`config.mk`:
```
export PLATFORM = sky130hd
export DESIGN_NAME = cipher_unload
export DESIGN_NICKNAME = d
export VERILOG_FILES = /design/src/rtl/cipher_unload.sv
export SDC_FILE = /design/constraint.sdc
export NUM_CORES = 1
export LEC_CHECK = 0
export ABC_AREA = 1
export CAP_MARGIN = 25
export CORE_MARGIN = 4
export CORE_UTILIZATION = 50
export CTS_CLUSTER_SIZE = 16
export DETAILED_ROUTE_END_ITERATION = 12
export PLACE_DENSITY = 0.79
export SLEW_MARGIN = 15
export SYNTH_ARGS = -nofsm -noshare
export SYNTH_HDL_FRONTEND = slang
export SYNTH_SLANG_ARGS = --single-unit
```
`constraint.sdc`:
```
create_clock -name clk -period 2.1 [get_ports clk]
set_clock_uncertainty 0.2 [all_clocks]
set_input_delay 0.315 -clock clk [delete_from_list [all_inputs] [get_ports clk]]
set_output_delay 0.315 -clock clk [all_outputs]
set_load 0.005 [all_outputs]
```
`src/rtl/cipher_unload.sv`:
```
// cipher_unload: reads the ciphertext word by word from the encryption block's
// cipher RAM and streams it out as bytes, MSB-first, over valid/ready.
// Optional feature macro: CIPHER_UNLOAD_CHECKSUM_EN appends one XOR checksum
// byte after the last data byte and moves byte_last onto it.
module cipher_unload #(
  parameter int parameter_set = 1,
  parameter int n = (parameter_set == 1) ? 3488 :
                    (parameter_set == 2) ? 4608 :
                    (parameter_set == 3) ? 6688 :
                    (parameter_set == 4) ? 6960 : 8192,
  parameter int m = (parameter_set == 1) ? 12 : 13,
  parameter int t = (parameter_set == 1) ? 64 :
                    (parameter_set == 2) ? 96 :
                    (parameter_set == 3) ? 128 :
                    (parameter_set == 4) ? 119 : 128,
  parameter int l = m * t,
  parameter int ram_depth = (l + 31) / 32,
  parameter int NB = (l + 7) / 8,
  localparam int AW = (ram_depth > 1) ? $clog2(ram_depth) : 1
) (
  input  logic          clk,
  input  logic          rst,
  input  logic          start,
  output logic          rd_en_c,
  output logic [AW-1:0] addr_rd_c,
  input  logic [31:0]   cipher,
  output logic [7:0]    byte_out,
  output logic          byte_valid,
  input  logic          byte_ready,
  output logic          byte_last,
  output logic          busy,
  output logic          done
);

  if (parameter_set < 1 || parameter_set > 5 || l > n) begin : g_bad_params
    $error("cipher_unload: unsupported parameter_set");
  end

`ifdef CIPHER_UNLOAD_CHECKSUM_EN
  localparam bit CHK_EN = 1'b1;
`else
  localparam bit CHK_EN = 1'b0;
`endif

  // Bytes carried by the final (possibly partial) word, and its last byte index.
  localparam int unsigned   LAST_BYTES = NB - 4 * (ram_depth - 1);
  localparam logic [1:0]    LAST_IDX   = 2'(LAST_BYTES - 1);
  localparam logic [AW-1:0] LAST_ADDR  = AW'(ram_depth - 1);

  typedef enum logic [2:0] {IDLE, REQ, LOAD, SEND, FIN} state_t;

  state_t      state;
  logic [31:0] word_q;
  logic [1:0]  byte_idx;
  logic        final_word;
  logic [1:0]  word_last_idx;
  logic        handshake;

`ifdef CIPHER_UNLOAD_CHECKSUM_EN
  logic [7:0]  xor_q;
  logic        chk_phase;
`endif

  assign final_word    = (addr_rd_c == LAST_ADDR);
  assign word_last_idx = final_word ? LAST_IDX : 2'd3;
  assign handshake     = byte_valid & byte_ready;

  function automatic logic [7:0] pick(input logic [31:0] w, input logic [1:0] i);
    case (i)
      2'd0:    pick = w[31:24];
      2'd1:    pick = w[23:16];
      2'd2:    pick = w[15:8];
      default: pick = w[7:0];
    endcase
  endfunction

  // byte_last on a data byte only when no checksum byte follows it.
  function automatic logic data_last(input logic fw, input logic [1:0] idx);
    data_last = !CHK_EN && fw && (idx == LAST_IDX);
  endfunction

  // Unload FSM with registered outputs.
  always_ff @(posedge clk) begin
    if (rst) begin
      state      <= IDLE;
      rd_en_c    <= 1'b0;
      addr_rd_c  <= '0;
      byte_out   <= '0;
      byte_valid <= 1'b0;
      byte_last  <= 1'b0;
      busy       <= 1'b0;
      done       <= 1'b0;
      word_q     <= '0;
      byte_idx   <= '0;
`ifdef CIPHER_UNLOAD_CHECKSUM_EN
      xor_q      <= '0;
      chk_phase  <= 1'b0;
`endif
    end else begin
      done <= 1'b0;
      case (state)
        IDLE: begin
          if (start) begin
            state     <= REQ;
            rd_en_c   <= 1'b1;
            busy      <= 1'b1;
            addr_rd_c <= '0;
`ifdef CIPHER_UNLOAD_CHECKSUM_EN
            xor_q     <= '0;
            chk_phase <= 1'b0;
`endif
          end
        end
        REQ: state <= LOAD;
        LOAD: begin
          word_q     <= cipher;
          byte_idx   <= '0;
          byte_out   <= cipher[31:24];
          byte_valid <= 1'b1;
          byte_last  <= data_last(final_word, 2'd0);
          state      <= SEND;
        end
        SEND: begin
          if (handshake) begin
`ifdef CIPHER_UNLOAD_CHECKSUM_EN
            xor_q <= xor_q ^ byte_out;
`endif
            // The checksum byte leaves byte_idx at the final data index, so
            // it falls through to the frame-end branch below.
            if (byte_idx != word_last_idx) begin
              byte_idx  <= byte_idx + 2'd1;
              byte_out  <= pick(word_q, byte_idx + 2'd1);
              byte_last <= data_last(final_word, byte_idx + 2'd1);
            end else if (!final_word) begin
              byte_valid <= 1'b0;
              byte_last  <= 1'b0;
              byte_out   <= '0;
              addr_rd_c  <= addr_rd_c + 1'b1;
              state      <= REQ;
            end else begin
`ifdef CIPHER_UNLOAD_CHECKSUM_EN
              if (!chk_phase) begin
                chk_phase <= 1'b1;
                byte_out  <= xor_q ^ byte_out;
                byte_last <= 1'b1;
              end else begin
                chk_phase  <= 1'b0;
                byte_valid <= 1'b0;
                byte_last  <= 1'b0;
                byte_out   <= '0;
                done       <= 1'b1;
                state      <= FIN;
              end
`else
              byte_valid <= 1'b0;
              byte_last  <= 1'b0;
              byte_out   <= '0;
              done       <= 1'b1;
              state      <= FIN;
`endif
            end
          end
        end
        FIN: begin
          rd_en_c <= 1'b0;
          busy    <= 1'b0;
          state   <= IDLE;
        end
        default: state <= IDLE;
      endcase
    end
  end

endmodule

```
==> summary.txt <==
Logic synthesis
  – Async SR Flop Fraction: 0%
  – Yosys warnings: 0
  – Synth Register Bits: 54
  – Top_reg_cell synth: dfxtp_1
  – Count leader, synth: nand2_1
  – Seq/Total Area, Yosys: 43.7%
  – Syn Area/Cell: 7.21 um^2
  – Mapped Cells: 343
  – Top cell type's share of synthesized area: 43.7%
  – Netlist cell types: 24
  – Cell Area, Synth: 2470 um^2
  – Post-synth top cells: nand2_1 (70), a21oi_1 (68), dfxtp_1 (54), inv_1 (32), nand3_1 (24)
  – Post-synth EDFFs: 0
  – Synth top area cells: dfxtp_1 (44%), a21oi_1 (14%), nand2_1 (11%)
  – Synth area leader: dfxtp_1
  – Syn_nets: 385

Power and ir drop
  – Pwr/cell area: 723 nW/um^2
  – Leakage: 0.00117 uW
  – Max rail drop VDD: 0.404 mV

Timing
  – Fmax: 535 MHz
  – Fin. max-slew vios: 0
  – TNS Setup: 0 ns
  – RSZ-0062 raised after global routing: false
  – Post-layout min period: 1.87 ns
  – Worst Tran Pin Value: 0.557 ns
  – Slew Limit Headroom: 62.8%
  – Final cycle utilization of the critical path: 89.0%
  – Fin. Hold Viols: 0
  – Setup violations, final: 0
  – Final worst slack: 0.231 ns

Floorplanning
  – IO Count: 54
  – Die ar.: 6140 um^2
  – Initial Utilization: 52.0%
  – Chip Height: 78.3 um
  – Core area: 4750 um^2
  – Cell row count: 25
  – Die width: 78.3 um

Route
  – Routed length on met2: 2730 um
  – Antenna-violating nets left: 0
  – First-pass DRT Iterations: 4
  – Post-DR vias/cell: 5.21
  – Vias: 2385
  – Initial DRC Count: 163
  – Met1 WL: 2690 um
  – Uppermost layer routed: met4
  – Detailed-route wire length: 6000 um
  – Routed wire per std cell: 13.1 um
  – Remaining routing DRC violations: 0
  – Routed wl met3: 510 um

Clocking
  – Resize count post-CTS: 0
  – H-tree depth: 2
  – Skew-Pair Late Insertion Delay: 0.31 ns
  – CTS clock-pin slew for the worst setup and hold paths: 0.09 ns
  – Clk sinks: 54
  – CTS tree: yes
  – Worst-case clock buffer depth: 2
  – CTS Root Cell: clkbuf_8
  – Total CTS buffers: 5
  – Setup Buffers After CTS: 0
  – CTS hold repair buffers: 0

Setup path
  – Crit path required time: 1.58 ns
  – Slowest CP cell: clkdlybuf4s50_1
  – Slowest Stage Delay on Critical Path: 0.56 ns
  – Crit path launch type: flop
  – Worst EP arrival: 1.35 ns
  – Worst setup path category: flop to output pin
  – CP Cell Sequence: clkdlybuf4s50_1
  – Worst-path fanout max: 9
  – Number of buffers and inverters on the critical path: 1
  – Crit-path leading delay family: buffers and inverters
  – Critical path endpoint category: output pin

Final layout
  – # diodes: 0
  – Register area: 1080 um^2
  – Share of layout cells above drive strength 1: 6.14%
  – Nets: 432
  – # fillers: 429
  – Area growth from synthesis to layout: 27.0%
  – Multi-input combinational cell area: 1160 um^2

Placement
  – Hpwl dp: 4400 um
  – Gpl congestion: 0.791
  – Setup WS pre-CTS: 0.188 ns
  – PortBufs: 53

Worst hold path
  – Hold crit path type: flop to flop

Global routing
  – Initial antenna violation count: 0
  – First-pass GRT wire length: 9980 um
  – Vias in the first global route: 2199
  – Gr ovfl total: 0
  – Largest net degree at the start of global routing: 31
  – Global Route Usage Sum: 20.2%

Flow run
  – Max Cap Violations: 0

Run status
  – Status: finished, final reports clean
worst min-delay path: cells and delay by family (launching register included):
| kind | cells | cell delay [ns] |
|---|---|---|
| buffers and inverters | 1 | 0.06 |
| AO/OA/AOI/OAI | 1 | 0.05 |
| flip-flops | 1 | 0.31 |
through the flow:
step | cells | utilization (%) | hold slack, ns | area, um^2 | power (uW)
2_1_floorplan | 343 | - | 0.229 | 2470 | 1490
3_3_place_gp | 450 | 64.2 | 0.241 | 3050 | 1690
3_5_place_dp | 450 | 64.2 | 0.245 | 3050 | 1710
4_1_cts | 458 | 66.1 | 0.259 | 3140 | 2290
5_1_grt | 458 | 66.1 | 0.280 | 3140 | 2390
6_report | 458 | 66.1 | 0.257 | 3140 | 2270
power by group:
part | internal (uW) | switching [uW]
clock network | 235 | 348
logic | 233 | 282
registers | 1120 | 48.4
sequential cells by signal (all words and copies together), names as in the netlist:
| name | cells |
|---|---|
| addr_rd_c | 5 |
| done | 1 |
| byte_idx | 2 |
| state | 3 |
| byte_out | 8 |
| byte_last | 1 |
| busy | 1 |
| byte_valid | 1 |
| word_q | 32 |
layout make-up:
type / count / share of cell area (%)
clock inverters: 3 / 0.677
flip-flops and latches: 54 / 34.4
inverters: 34 / 4.14
repair buffers: 60 / 19.0
multi-input cells: 235 / 37.0
well taps: 67 / 2.67
clock buffers: 5 / 2.19
cell usage in the layout (no fill, tap or decap), drive strengths merged:
| cell | netlist | routed |
|---|---|---|
| clkdlybuf4s50 | 0 | 53 |
| ha | 6 | 6 |
| o21ai | 24 | 24 |
| buf | 13 | 7 |
| nor2 | 21 | 21 |
| nand4 | 3 | 3 |
| nand2 | 75 | 75 |
| a22oi | 1 | 1 |
| nand3 | 24 | 24 |
| clkbuf | 7 | 5 |
| clkinv | 0 | 2 |
| nand3b | 2 | 2 |
| inv | 34 | 34 |
| o211ai | 8 | 8 |
| nor4 | 2 | 2 |
| a21oi | 68 | 68 |
| clkinvlp | 0 | 1 |
| a211oi | 1 | 1 |
| dfxtp | 54 | 54 |
worst paths after layout:
check | startpoint | end | slack, ns | cells past startpoint
setup reg to reg | byte_idx[0]$_SDFFE_PP0P_ | byte_out[0]$_SDFFE_PP0P_ | 0.26 | 6
setup / recovery | addr_rd_c[2]$_SDFFE_PP0P_ | addr_rd_c[2] | 0.23 | 1
hold reg to reg | word_q[9]$_SDFFE_PP0N_ | word_q[9]$_SDFFE_PP0N_ | 0.26 | 2
hold / removal | word_q[9]$_SDFFE_PP0N_ | word_q[9]$_SDFFE_PP0N_ | 0.26 | 2
logic make-up (layout without fill, tap and decap cells):
kind of cell / after synthesis / after routing / synth area share [%]
flip-flops: 54 / 54 / 43.7
buffers and inverters: 54 / 102 / 9.36
AO/OA/AOI/OAI: 102 / 102 / 21.8
AND/OR/NAND/NOR: 127 / 127 / 22.1
adder cells (fa/ha/maj): 6 / 6 / 3.03
layer usage:
layer	GRT usage (%)	vias up
met5	0	-
met4	6.64	0
met3	5.39	8
met2	31.3	92
met1	27.2	1061
li1	-	1224
(Power assumes the default switching activity.)
